File: config.mk
export PLATFORM = sky130hd
export DESIGN_NAME = oled_init_sequencer
export DESIGN_NICKNAME = d
export VERILOG_FILES = /design/src/rtl/oled_init_sequencer_pkg.sv /design/src/rtl/oled_init_rom.sv /design/src/rtl/oled_init_sequencer.sv
export SDC_FILE = /design/constraint.sdc
export NUM_CORES = 1
export LEC_CHECK = 0
export ABC_AREA = 1
export CORE_AREA = 2 2 92 94
export DETAILED_ROUTE_END_ITERATION = 7
export DIE_AREA = 0 0 94 96
export DONT_BUFFER_PORTS = 1
export PLACE_DENSITY = 0.7
export SKIP_LAST_GASP = 1
export SYNTH_ARGS = -nofsm -noshare
export SYNTH_HDL_FRONTEND = slang
export SYNTH_SLANG_ARGS = --single-unit
File: constraint.sdc
create_clock -name CLK -period 3.9 [get_ports CLK]
set_input_delay 0.195 -clock CLK [delete_from_list [all_inputs] [get_ports CLK]]
set_output_delay 0.195 -clock CLK [all_outputs]
set_load 0.01 [all_outputs]
File: src/rtl/oled_init_sequencer_pkg.sv
// oled_init_sequencer_pkg: shared constants and FSM encoding for the SSD1306 init sequencer
package oled_init_sequencer_pkg;
    localparam logic [7:0] CTRL_CMD     = 8'h00;
    localparam logic [7:0] CTRL_DATA    = 8'h40;
    localparam logic [6:0] SSD1306_ADDR = 7'h3C;
    localparam int         INIT_LEN     = 25;
    localparam logic [4:0] INIT_LAST    = 5'(INIT_LEN - 1);
    typedef enum logic [2:0] {
        ST_POWERUP,
        ST_CMD_ISSUE,
        ST_CMD_WAIT,
        ST_CLR_ISSUE,
        ST_CLR_WAIT,
        ST_READY,
        ST_PIX_WAIT,
        ST_ERROR
    } state_t;
endpackage

File: src/rtl/oled_init_rom.sv
// oled_init_rom: SSD1306 power-on command list, index -> command byte
module oled_init_rom (
    input  logic [4:0] i_idx,
    output logic [7:0] o_cmd
);
    // Fixed init table; indices past the list read as 0
    always_comb begin
        case (i_idx)
            5'd0:    o_cmd = 8'hAE;
            5'd1:    o_cmd = 8'hD5;
            5'd2:    o_cmd = 8'h80;
            5'd3:    o_cmd = 8'hA8;
            5'd4:    o_cmd = 8'h3F;
            5'd5:    o_cmd = 8'hD3;
            5'd6:    o_cmd = 8'h00;
            5'd7:    o_cmd = 8'h40;
            5'd8:    o_cmd = 8'h8D;
            5'd9:    o_cmd = 8'h14;
            5'd10:   o_cmd = 8'h20;
            5'd11:   o_cmd = 8'h00;
            5'd12:   o_cmd = 8'hA1;
            5'd13:   o_cmd = 8'hC8;
            5'd14:   o_cmd = 8'hDA;
            5'd15:   o_cmd = 8'h12;
            5'd16:   o_cmd = 8'h81;
            5'd17:   o_cmd = 8'hCF;
            5'd18:   o_cmd = 8'hD9;
            5'd19:   o_cmd = 8'hF1;
            5'd20:   o_cmd = 8'hDB;
            5'd21:   o_cmd = 8'h40;
            5'd22:   o_cmd = 8'hA4;
            5'd23:   o_cmd = 8'hA6;
            5'd24:   o_cmd = 8'hAF;
            default: o_cmd = 8'h00;
        endcase
    end
endmodule

File: src/rtl/oled_init_sequencer.sv
// oled_init_sequencer: drives i2c_master through SSD1306 power-up, init, GDDRAM clear and pixel streaming
module oled_init_sequencer
    import oled_init_sequencer_pkg::*;
#(
    parameter logic [6:0]  SLAVE_ADDR     = SSD1306_ADDR,
    parameter logic [19:0] POWERUP_CYCLES = 20'd800000,
    parameter logic [10:0] CLEAR_BYTES    = 11'd1024,
    parameter logic [1:0]  MAX_RETRIES    = 2'd3
) (
    input  logic       CLK,
    input  logic       NRST,
    input  logic       i2c_busy,
    input  logic       i2c_done,
    input  logic       i2c_nack,
    output logic       i2c_enable,
    output logic [6:0] i2c_slave_addr,
    output logic       i2c_read_write,
    output logic [7:0] i2c_control,
    output logic [7:0] i2c_reg_addr,
    output logic [7:0] i2c_data_write,
    input  logic [7:0] pix_data,
    input  logic       pix_valid,
    output logic       pix_ready,
    output logic       init_done,
    output logic       error
);
    state_t      r_state, w_state_nxt;
    logic [19:0] r_pwr_cnt, w_pwr_cnt_nxt;
    logic [4:0]  r_cmd_idx, w_cmd_idx_nxt;
    logic [10:0] r_clr_cnt, w_clr_cnt_nxt;
    logic [1:0]  r_retry, w_retry_nxt;
    logic        r_pix_en, w_pix_en_nxt;
    logic [7:0]  r_ctrl, w_ctrl_nxt;
    logic [7:0]  r_reg, w_reg_nxt;
    logic [7:0]  r_dat, w_dat_nxt;
    logic        r_init_done, w_init_done_nxt;
    logic        r_err, w_err_nxt;
    logic [7:0]  w_rom_cmd;
    logic        w_ack;
    logic        w_issue;

    assign w_ack          = i2c_done & ~i2c_nack;
    assign w_issue        = (r_state == ST_CMD_ISSUE || r_state == ST_CLR_ISSUE) && !i2c_busy;
    assign i2c_enable     = w_issue | r_pix_en;
    assign i2c_slave_addr = SLAVE_ADDR;
    assign i2c_read_write = 1'b0;
    assign i2c_control    = r_ctrl;
    assign i2c_reg_addr   = r_reg;
    assign i2c_data_write = r_dat;
    assign pix_ready      = r_state == ST_READY;
    assign init_done      = r_init_done;
    assign error          = r_err;

    // ROM looks at the next index so the command byte is already loaded when the issue state is entered
    oled_init_rom u_rom (
        .i_idx(w_cmd_idx_nxt),
        .o_cmd(w_rom_cmd)
    );

    // Power-up, command index and clear counters; each stops before wrapping because the FSM leaves first
    always_comb begin
        w_pwr_cnt_nxt = (r_state == ST_POWERUP && r_pwr_cnt != POWERUP_CYCLES - 20'd1) ? r_pwr_cnt + 20'd1 : r_pwr_cnt;
        w_cmd_idx_nxt = (r_state == ST_POWERUP) ? 5'd0 :
                        (r_state == ST_CMD_WAIT && w_ack && r_cmd_idx != INIT_LAST) ? r_cmd_idx + 5'd1 : r_cmd_idx;
        w_clr_cnt_nxt = (r_state == ST_CMD_WAIT) ? 11'd0 :
                        (r_state == ST_CLR_WAIT && w_ack && r_clr_cnt != CLEAR_BYTES - 11'd1) ? r_clr_cnt + 11'd1 : r_clr_cnt;
    end

    // Next state, retry bookkeeping and the request fields presented to i2c_master
    always_comb begin
        w_state_nxt     = r_state;
        w_retry_nxt     = r_retry;
        w_pix_en_nxt    = 1'b0;
        w_ctrl_nxt      = r_ctrl;
        w_reg_nxt       = r_reg;
        w_dat_nxt       = r_dat;
        w_init_done_nxt = r_init_done;
        w_err_nxt       = r_err;
        case (r_state)
            ST_POWERUP:   w_state_nxt = (r_pwr_cnt == POWERUP_CYCLES - 20'd1) ? ST_CMD_ISSUE : ST_POWERUP;
            ST_CMD_ISSUE: w_state_nxt = i2c_busy ? ST_CMD_ISSUE : ST_CMD_WAIT;
            ST_CLR_ISSUE: w_state_nxt = i2c_busy ? ST_CLR_ISSUE : ST_CLR_WAIT;
            ST_CMD_WAIT, ST_CLR_WAIT, ST_PIX_WAIT: begin
                if (i2c_done && i2c_nack) begin
                    if (r_retry == MAX_RETRIES) begin
                        w_state_nxt = ST_ERROR;
                        w_err_nxt   = 1'b1;
                    end else begin
                        w_retry_nxt  = r_retry + 2'd1;
                        w_state_nxt  = (r_state == ST_CMD_WAIT) ? ST_CMD_ISSUE :
                                       (r_state == ST_CLR_WAIT) ? ST_CLR_ISSUE : ST_PIX_WAIT;
                        w_pix_en_nxt = r_state == ST_PIX_WAIT;
                    end
                end else if (w_ack) begin
                    w_retry_nxt = 2'd0;
                    if (r_state == ST_CMD_WAIT)
                        w_state_nxt = ST_CLR_ISSUE;
                    if (r_state == ST_CMD_WAIT && r_cmd_idx != INIT_LAST)
                        w_state_nxt = ST_CMD_ISSUE;
                    if (r_state == ST_CLR_WAIT)
                        w_state_nxt = (r_clr_cnt == CLEAR_BYTES - 11'd1) ? ST_READY : ST_CLR_ISSUE;
                    if (r_state == ST_CLR_WAIT && r_clr_cnt == CLEAR_BYTES - 11'd1)
                        w_init_done_nxt = 1'b1;
                    if (r_state == ST_PIX_WAIT)
                        w_state_nxt = ST_READY;
                end
            end
            ST_READY: begin
                if (pix_valid) begin
                    w_state_nxt  = ST_PIX_WAIT;
                    w_pix_en_nxt = 1'b1;
                    w_ctrl_nxt   = CTRL_DATA;
                    w_dat_nxt    = pix_data;
                end
            end
            ST_ERROR:     w_state_nxt = ST_ERROR;
            default:      w_state_nxt = ST_ERROR;
        endcase
        if (w_state_nxt == ST_CMD_ISSUE) begin
            w_ctrl_nxt = CTRL_CMD;
            w_reg_nxt  = w_rom_cmd;
        end
        if (w_state_nxt == ST_CLR_ISSUE) begin
            w_ctrl_nxt = CTRL_DATA;
            w_dat_nxt  = 8'h00;
        end
    end

    // State, counters and request registers; NRST restarts the whole sequence
    always_ff @(posedge CLK or negedge NRST) begin
        if (!NRST) begin
            r_state     <= ST_POWERUP;
            r_pwr_cnt   <= '0;
            r_cmd_idx   <= '0;
            r_clr_cnt   <= '0;
            r_retry     <= '0;
            r_pix_en    <= 1'b0;
            r_ctrl      <= '0;
            r_reg       <= '0;
            r_dat       <= '0;
            r_init_done <= 1'b0;
            r_err       <= 1'b0;
        end else begin
            r_state     <= w_state_nxt;
            r_pwr_cnt   <= w_pwr_cnt_nxt;
            r_cmd_idx   <= w_cmd_idx_nxt;
            r_clr_cnt   <= w_clr_cnt_nxt;
            r_retry     <= w_retry_nxt;
            r_pix_en    <= w_pix_en_nxt;
            r_ctrl      <= w_ctrl_nxt;
            r_reg       <= w_reg_nxt;
            r_dat       <= w_dat_nxt;
            r_init_done <= w_init_done_nxt;
            r_err       <= w_err_nxt;
        end
    end
endmodule

==> summary.txt, run 1 <==
Outcome
  – Status: finished, final reports clean

Critical path
  – Crit Path Max Fanout: 11
  – Critical Path AT: around 3000 ps
  – Worst path required time: 4130 ps
  – Crit end category: register
  – Element type at the critical path start: register
  – Setup CP Type: register to register

GRT
  – Met3 usage: under 10%
  – GRT Total Usage: between 10% and 20%
  – Initial antenna violation count: 0
  – Met2 GRT Util: 32.7%
  – GR peak layer: met2
  – Via count of the first global-routing pass: 3096
  – Met1 usage: between 20% and 30%
  – First-pass GRT wire length: 14300 um
  – Pin count of the biggest net entering global routing: just over 60
  – GRT overflow: 0

Clocking
  – Clk Latency, worst-skew pair: ~350 ps
  – CTS root buffer: clkbuf_8
  – Reg clk slew, reported paths: approximately 80 ps
  – Buffer count from post-CTS setup fixing: 0
  – Clock sinks: 61
  – CTS buffer count: 9
  – Clock tree buffer depth: 2
  – H-tree depth: 3
  – CTS tree: yes

Hold path
  – Hold WC Path Type: primary input to register

Logic synthesis
  – Cell taking the most area after synthesis: dfrtp_1
  – Top FF cell, synth: dfrtp_1
  – Cell count after synthesis: around 500
  – Mapped cell area: slightly below 4000 sq um
  – Mapped Avg Cell Area: 7.79 sq um
  – Register area share after synthesis: ~39%
  – Number of synthesized flops with an enable pin: 0
  – #FFs+latches synth: 61
  – Post-synth top cells: 133 x nand2_1, 61 x dfrtp_1, 55 x nand3_1
  – Ys async rst share: 100%
  – Synth warn: 0
  – Most common cell in the netlist: nand2_1
  – Ranking of synthesized cells by area: dfrtp_1 39%, nand2_1 13%, nand3_1 7.1%, inv_1 4.2%, xor2_1 3.6%
  – Synth cell types: 38
  – Post-synth top area share: around 40%

Die
  – Die width: about 94 um
  – Starting density of the core: between 40 and 50%
  – Num rows: 33
  – Io pins: 50
  – CORE AREA: 8050 sq um
  – Die height: between 90 and 100 um
  – Die area: ~9000 sq um

Finish
  – Design area: around 4300 sq um
  – Finished Layout Cells: 626
  – Area delta synth->final: 10.3%
  – Layout cells sized above 1: approximately 13%
  – Antenna cells: 0
  – Final Core Density: 53.2%
  – # nets final: 541

STA
  – Setup_tns: 0 ps
  – Final hold slack: about 75 ps
  – Final Max Tran Viols: 0
  – Final setup viols: 0
  – Setup ws final: 1100 ps
  – Slew @ Worst Pin: 797 ps
  – Period utilization: 71.7%
  – Relative slew slack: between 40% and 50%
  – RSZ-0062 raised after global routing: false
  – Worst Clk Skew: 9.72 ps
  – Final Hold Viols: 0
  – Period minus WS final: 2800 ps
  – F_max: approximately 360 MHz

Route
  – Starting DRT DRC Count: between 150 and 200
  – Post-route ant nets: 0
  – Wirelength per Cell: 12.8 um
  – Via-per-instance ratio: ~5.0
  – First-pass DRT Iterations: 4
  – Total wire length: about 8000 um
  – Vias: roughly 3200
  – DRC: 0

Place
  – Port Buf Inserts: 0
  – Post-DP HPWL: around 5700 um
  – Setup WS pre-CTS: about 1100 ps
  – DP Area: roughly 3900 sq um
  – Inst Count DP: ~600
  – Placer Congestion: 0.897

Pwr
  – Final total power: between 2 and 3 mW
  – Cell Pwr Density: ~630 nW/um^2
  – Leakage: 2.03 nW
  – Worst VDD drop: 0.381 mV

Run
  – Max-Cap Viols: 0
-- per-layer routing --
layer  routed length, um  part of all wire [%]  up-vias
li1                    -                     -     1606
met1                3800                    48     1471
met2                3750                    47       62
met3                 303                   3.8       12
met4                 140                   1.8        0
met5                   0                     0        -
-- final cells by class --
class | instances | area, sq um
fillers | 750 | 3770
multi-input cells | 376 | 2030
flip-flops and latches | 61 | 1530
repair buffers | 18 | 198
inverters | 50 | 188
well taps | 105 | 131
clock buffers | 9 | 124
clock inverters | 7 | 83.8
-- kinds of logic after synthesis --
logic type / Yosys count / share of synthesized area (%)
DFF: 61 / 39.3
buffers and inverters: 74 / 9.61
xor gates and xnor gates: 23 / 5.19
other: 2 / 0.193
and+or+nand+nor: 282 / 35.0
AOI/OAI and AO/OA: 45 / 7.16
adders and majority gates: 11 / 3.55
-- critical path, stage by stage, from the launching register on --
cell and delay [ps]:
dfrtp_1 620, nand3_2 300, nor2_4 210, nand2_2 130
nand2_1 80, nand2_1 60, nor2_1 300, inv_1 120
ha_1 280, inv_1 70, nand3_1 130, nand3_1 150
nand3_1 80, nand3_1 100, nand2_1 60
-- layout by cell type (no fill, tap or decap), drive strengths merged, types with 6 or more instances in the layout --
cell type / synthesis / routed
nor2: 48 / 48
o21ai: 14 / 14
dfrtp: 61 / 61
xor2: 16 / 16
a21oi: 23 / 23
nor4: 6 / 6
inv: 50 / 52
nand3: 59 / 59
clkbuf: 2 / 9
xnor2: 7 / 7
ha: 11 / 11
nor3: 12 / 12
nand2: 152 / 152
dlygate4sd3: 0 / 17
conb: 2 / 15
-- repair_timing --
action / in CTS / in global routing
gates resized for setup: 0 / 0
hold endpoints to repair: 69 / 0
hold buffers: 18 / 0
-- sequential cells by signal, summed over array words and instances, names as in the netlist --
register        count
r_pwr_cnt          20
r_clr_cnt          11
i2c_data_write      8
i2c_reg_addr        8
r_cmd_idx           5
r_state             3
r_retry             2
error               1
i2c_control         1
init_done           1
r_pix_en            1
-- power by group --
group	internal (mW)	leakage [nW]	switching (mW)
clock	0.305	0.102	0.288
combinational	0.369	1.12	0.749
sequential	0.790	0.809	0.198
-- worst paths after layout --
check	startpoint	endpoint	slack, ps	cells past startpoint
min reg2reg	r_pwr_cnt[19]$_DFFE_PN0P_	r_pwr_cnt[19]$_DFFE_PN0P_	480	1
min in group asynchronous	NRST	r_state[1]$_DFF_PN0_	370	2
min	i2c_nack	r_pix_en$_DFF_PN0_	70	2
max in group asynchronous	NRST	i2c_control[6]$_DFFE_PN0P_	3250	2
max reg2reg	r_state[1]$_DFF_PN0_	i2c_reg_addr[5]$_DFFE_PN0P_	1100	14
max	r_state[1]$_DFF_PN0_	i2c_reg_addr[5]$_DFFE_PN0P_	1100	14
No activity file was read; power rests on OpenSTA's default activity.
==> inputs of run 2 (changes only) <==
PLACE_DENSITY = 0.73   (was 0.7)
clock period = 2.3 ns   (was 3.9 ns; I/O delays follow)
==> summary.txt, run 2 (synthesis results as in run 1) <==
Outcome
  – Status: finished, final reports clean

Finish
  – Final Core Density: 54.4% (+1.2 points)
  – Commonest cells after routing, fill and taps aside: 131 x nand2_1, 61 x dfrtp_1, 55 x nand3_1, 43 x inv_1, 34 x nor2_1
  – Max FFs per register: 20 (unchanged)
  – Layout cells sized above 1: 15.2% (+2.5 points)
  – Area delta synth->final: 12.8%
  – Biggest register: r_pwr_cnt
  – # nets final: 555 (+2.6%)
  – Antenna cells: 0 (unchanged)
  – Top flop regs: r_pwr_cnt: 20 flops, r_clr_cnt: 11 flops
  – Commonest non-fill, non-tap cell in the layout: nand2_1

Die
  – Die area: 9020 sq um (unchanged)
  – Die height: 96 um (unchanged)
  – CORE AREA: 8050 sq um (unchanged)
  – Io pins: 50 (unchanged)
  – Die width: 94 um (unchanged)
  – Starting density of the core: 48.2% (unchanged)
  – Num rows: 33 (unchanged)

Critical path
  – Critical path startpoint: r_cmd_idx[0]$_DFF_PN0_
  – Reg2Reg Depth: 17 (+3)
  – Worst path required time: 2530 ps (-1600 ps)
  – Element type at the critical path start: register
  – Worst path depth: 17 (+3)
  – R2r setup slk: 130 ps (-970 ps)
  – Critical Path End: i2c_reg_addr[5]$_DFFE_PN0P_
  – Critical Path AT: 2400 ps (-630 ps)
  – CP max stage delay: 370 ps (-250 ps)
  – Setup CP Type: register to register
  – Crit end category: register
  – Crit-path cells: inv_1 > ha_1 > nand2_1 > inv_1 > nand2_2 > nand2_4 > nand2_1 > nand2_1 > nor2_2 > inv_1 > ha_2 > inv_1 > nand3_1 > nand3_1 > nand3_1 > nand3_1 > nand2_1
  – Top delay family on crit path: simple AND/OR/NAND/NOR gates
  – Worst r2r src: r_cmd_idx[0]$_DFF_PN0_
  – Crit Path Max Fanout: 5 (-6)
  – Reg2Reg Capture Point: i2c_reg_addr[5]$_DFFE_PN0P_
  – CP bufs+invs: 4 (+2)
  – Slowest CP cell: dfrtp_1

GRT
  – GRT Total Usage: 19.7% (-0.30 points)
  – Pin count of the biggest net entering global routing: 62 (unchanged)
  – Via count of the first global-routing pass: 3130 (+1.1%)
  – GRT overflow: 0 (unchanged)
  – Initial antenna violation count: 0 (unchanged)
  – First-pass GRT wire length: 14100 um (-1.7%)

Clocking
  – Clk Latency, worst-skew pair: 340 ps (about the same)
  – CTS tree: yes
  – Clock sinks: 61 (unchanged)
  – CTS buffer count: 9 (unchanged)
  – Reg clk slew, reported paths: 70 ps (about the same)
  – H-tree depth: 3 (unchanged)
  – CTS root buffer: clkbuf_8
  – Clock tree buffer depth: 2 (unchanged)

STA
  – Final Max Tran Viols: 0 (unchanged)
  – Slew @ Worst Pin: 518 ps (-279 ps)
  – Period minus WS final: 2170 ps (-627 ps)
  – Final Hold Viols: 0 (unchanged)
  – RSZ-0062 raised after global routing: true
  – F_max: 461 MHz (+29%)
  – Relative slew slack: 65.1% (+18 points)
  – Worst Clk Skew: 10.1 ps (+0.411 ps)
  – Period utilization: 94.4% (+23 points)
  – Final setup viols: 0 (unchanged)
  – Setup_tns: 0 ps (unchanged)

Route
  – DRC: 0 (unchanged)
  – Total wire length: 8290 um (+3.6%)
  – Post-route ant nets: 0 (unchanged)
  – Wirelength per Cell: 13.0 um (+1.5%)
  – Via-per-instance ratio: 5.03 (about the same)
  – Vias: 3214 (+2.0%)
  – Starting DRT DRC Count: 147 (-23%)
  – First-pass DRT Iterations: 4 (unchanged)

Pwr
  – Cell Pwr Density: 1050 nW/um^2 (+67%)
  – Leakage: 2.09 nW (+2.8%)
  – Worst VDD drop: 0.399 mV (+4.6%)

Place
  – Placer Congestion: 0.876 (-2.3%)
  – Port Buf Inserts: 0 (unchanged)
  – Post-DP HPWL: 5720 um (+0.82%)

Run
  – Max-Cap Viols: 0 (unchanged)

Hold path
  – Hold WC Path Type: primary input to register
[run 2: power by group]
| group | total, mW | switching, mW | internal, mW |
|---|---|---|---|
| Sequential | 1.62 | 0.277 | 1.34 |
| Combinational | 2.08 | 1.35 | 0.727 |
| Clock | 0.917 | 0.428 | 0.489 |
| Total | 4.61 | 2.06 | 2.56 |
[run 2: cell type report]
cell class	count	area, sq um
sequential	61	1530
multi-input combinational	376	2050
tap	105	131
inverter	50	188
clock inverter	5	52.6
fill	740	3670
clock buffer	10	128
timing repair buffer	32	305
[run 2: timing repair]
| item | CTS | global route |
|---|---|---|
| gates resized for setup | 0 | 4 |
| setup buffers | 0 | 3 |
| endpoints found under the setup margin | 0 | 9 |
| hold endpoints to repair | 70 | 0 |
| hold buffers | 19 | 0 |
[run 2: layer usage]
| metal | global-route usage, % | up-vias | wire [um] |
|---|---|---|---|
| met5 | 0 | - | 0 |
| met4 | 9.54 | 0 | 208 |
| li1 | - | 1631 | - |
| met2 | 32.3 | 80 | 4000 |
| met3 | 3.60 | 21 | 322 |
| met1 | 25.1 | 1482 | 3760 |
[run 2: worst min-delay path by stage]
| stage | start | end | depth (start not counted) |
|---|---|---|---|
| floorplan | NRST | error$_DFFE_PN0P_ | 0 |
| global placement | NRST | r_pwr_cnt[17]$_DFFE_PN0P_ | 0 |
| detailed placement | NRST | r_pwr_cnt[1]$_DFFE_PN0P_ | 0 |
| CTS | i2c_done | r_pix_en$_DFF_PN0_ | 2 |
| global route | i2c_done | r_pix_en$_DFF_PN0_ | 2 |
| finish | i2c_done | r_pix_en$_DFF_PN0_ | 2 |
[run 2: per-stage QoR]
step | power (mW) | area, sq um | hold WS (ps) | cells | setup WS (ps)
after floorplan | 3.25 | 3930 | -181 | 511 | 87.5
after global placement | 3.57 | 3950 | -179 | 602 | 142
after detailed placement | 3.62 | 3950 | -179 | 602 | 28.5
after CTS | 4.60 | 4340 | 2.12 | 636 | 10.6
after global routing | 5.03 | 4380 | 36.6 | 639 | -69.9
final | 4.61 | 4380 | 18.6 | 639 | 129
==> inputs of run 3 (changes only) <==
CTS_BUF_LIST = sky130_fd_sc_hd__clkbuf_4 sky130_fd_sc_hd__clkbuf_8 sky130_fd_sc_hd__clkbuf_16   (was not set)
==> summary.txt, run 3 (synthesis results as in run 1) <==
Clocking
  – Reg clk slew, reported paths: 70 ps (about the same)
  – CTS tree: yes
  – CTS buffer count: 9 (unchanged)
  – H-tree depth: 3 (unchanged)
  – Clock tree buffer depth: 2 (unchanged)
  – Clock sinks: 61 (unchanged)
  – Clk Latency, worst-skew pair: 340 ps (about the same)
  – CTS root buffer: clkbuf_8

GRT
  – Met2 GRT Util: 32.3% (unchanged)
  – Met3 usage: 3.60% (unchanged)
  – Met1 usage: 25.1% (unchanged)
  – GR peak layer: met2
  – First-pass GRT wire length: 14100 um (unchanged)
  – Initial antenna violation count: 0 (unchanged)
  – GRT Total Usage: 19.7% (unchanged)
  – Pin count of the biggest net entering global routing: 62 (unchanged)
  – Via count of the first global-routing pass: 3130 (unchanged)
  – GRT overflow: 0 (unchanged)

STA
  – Slew @ Worst Pin: 518 ps (unchanged)
  – Worst Clk Skew: 10.1 ps (-0.00110 ps)
  – Period utilization: 94.4% (unchanged)
  – Period minus WS final: 2170 ps (unchanged)
  – Final Hold Viols: 0 (unchanged)
  – Relative slew slack: 65.1% (unchanged)
  – Final setup viols: 0 (unchanged)
  – F_max: 461 MHz (unchanged)
  – Final Max Tran Viols: 0 (unchanged)
  – RSZ-0062 raised after global routing: true

Route
  – DRC: 0 (unchanged)
  – Post-route ant nets: 0 (unchanged)
  – Starting DRT DRC Count: 147 (unchanged)
  – Via-per-instance ratio: 5.04 (+0.28%)
  – Vias: 3223 (+0.28%)
  – Total wire length: 8300 um (+0.14%)
  – Wirelength per Cell: 13.0 um (+0.14%)
  – First-pass DRT Iterations: 4 (unchanged)

Die
  – Die width: 94 um (unchanged)
  – Num rows: 33 (unchanged)
  – Starting density of the core: 48.2% (unchanged)
  – Io pins: 50 (unchanged)
  – CORE AREA: 8050 sq um (unchanged)
  – Die area: 9020 sq um (unchanged)
  – Die height: 96 um (unchanged)

Finish
  – Final Core Density: 54.4% (about the same)
  – Top flop regs: r_pwr_cnt: 20 flops, r_clr_cnt: 11 flops
  – Commonest non-fill, non-tap cell in the layout: nand2_1
  – Max FFs per register: 20 (unchanged)
  – # nets final: 555 (unchanged)
  – Finished Layout Cells: 639 (unchanged)
  – Commonest cells after routing, fill and taps aside: 131 x nand2_1, 61 x dfrtp_1, 55 x nand3_1, 43 x inv_1, 34 x nor2_1
  – Layout cells sized above 1: 15.4% (+0.19 points)
  – Area delta synth->final: 12.9% (about the same)
  – Antenna cells: 0 (unchanged)
  – Biggest register: r_pwr_cnt

Place
  – Port Buf Inserts: 0 (unchanged)
  – Inst Count DP: 602 (unchanged)
  – Post-DP HPWL: 5720 um (unchanged)
  – Placer Congestion: 0.876 (unchanged)

Critical path
  – Top delay family on crit path: simple AND/OR/NAND/NOR gates
  – Crit end category: register
  – Setup CP Type: register to register
  – CP bufs+invs: 4 (unchanged)
  – Worst path depth: 17 (unchanged)
  – Crit-path cells: inv_1 > ha_1 > nand2_1 > inv_1 > nand2_2 > nand2_4 > nand2_1 > nand2_1 > nor2_2 > inv_1 > ha_2 > inv_1 > nand3_1 > nand3_1 > nand3_1 > nand3_1 > nand2_1
  – Slowest CP cell: dfrtp_1
  – Reg2Reg Depth: 17 (unchanged)
  – Critical Path AT: 2410 ps (about the same)
  – CP max stage delay: 370 ps (about the same)
  – Crit Path Max Fanout: 5 (unchanged)
  – Worst path required time: 2530 ps (about the same)
  – Element type at the critical path start: register

Hold path
  – Hold depth: 2 (unchanged)
  – Hold WC Path Type: primary input to register

Pwr
  – Worst VDD drop: 0.399 mV (about the same)
  – Cell Pwr Density: 1060 nW/um^2 (+0.24%)
  – Leakage: 2.09 nW (+0.16%)

Outcome
  – Status: finished, final reports clean

Run
  – Max-Cap Viols: 0 (unchanged)
==> run 3: cell counts in the layout (fill, tap and decap cells not counted) <==
Identical to the previous run, type by type.
==> run 3: stage by stage <==
| stage | setup WS, ps | hold slack (ps) | TNS [ps] | power, mW | cell area, sq um |
|---|---|---|---|---|---|
| 6_report | 129 | 17.1 | 0 | 4.63 | 4380 |
| 5_1_grt | -69.9 | 36.6 | -266 | 5.05 | 4380 |
| 4_1_cts | 10.6 | 2.12 | 0 | 4.61 | 4350 |
| 3_5_place_dp | 28.5 | -179 | 0 | 3.62 | 3950 |
| 3_3_place_gp | 142 | -179 | 0 | 3.57 | 3950 |
| 2_1_floorplan | 87.5 | -181 | 0 | 3.25 | 3930 |
==> run 3: final timing paths <==
kind	from	endpoint	slack, ps
hold reg to reg	r_pwr_cnt[19]$_DFFE_PN0P_	r_pwr_cnt[19]$_DFFE_PN0P_	480
max in group asynchronous	NRST	i2c_reg_addr[1]$_DFFE_PN0P_	1750
min in group asynchronous	NRST	r_pwr_cnt[17]$_DFFE_PN0P_	290
setup / recovery	r_cmd_idx[0]$_DFF_PN0_	i2c_reg_addr[5]$_DFFE_PN0P_	130
hold / removal	i2c_done	r_pix_en$_DFF_PN0_	20
setup reg to reg	r_cmd_idx[0]$_DFF_PN0_	i2c_reg_addr[5]$_DFFE_PN0P_	130
==> run 3: layout make-up <==
class | count | area [sq um]
Fill cell | 740 | 3670
Multi-Input combinational cell | 376 | 2050
Tap cell | 105 | 131
Sequential cell | 61 | 1530
Inverter | 50 | 188
Clock buffer | 10 | 131
Clock inverter | 5 | 52.6
Timing Repair Buffer | 32 | 305
==> run 3: what timing repair did <==
action | in CTS | in global routing
buffers inserted | 0 | 3
endpoints found under the setup margin | 0 | 9
hold buffers | 19 | 0
gates resized for setup | 0 | 4
endpoints found under the hold margin | 70 | 0
==> run 3: routing by layer <==
| metal | routed length, um | part of all wire, % |
|---|---|---|
| met1 | 3740 | 45 |
| met2 | 3990 | 48 |
| met3 | 348 | 4.2 |
| met4 | 213 | 2.6 |
| met5 | 0 | 0 |
==> run 3: where the power goes <==
| part | internal [mW] | switching [mW] | leakage (nW) |
|---|---|---|---|
| Combinational | 0.727 | 1.35 | 1.19 |
| Clock | 0.501 | 0.432 | 0.0953 |
| Sequential | 1.34 | 0.276 | 0.809 |
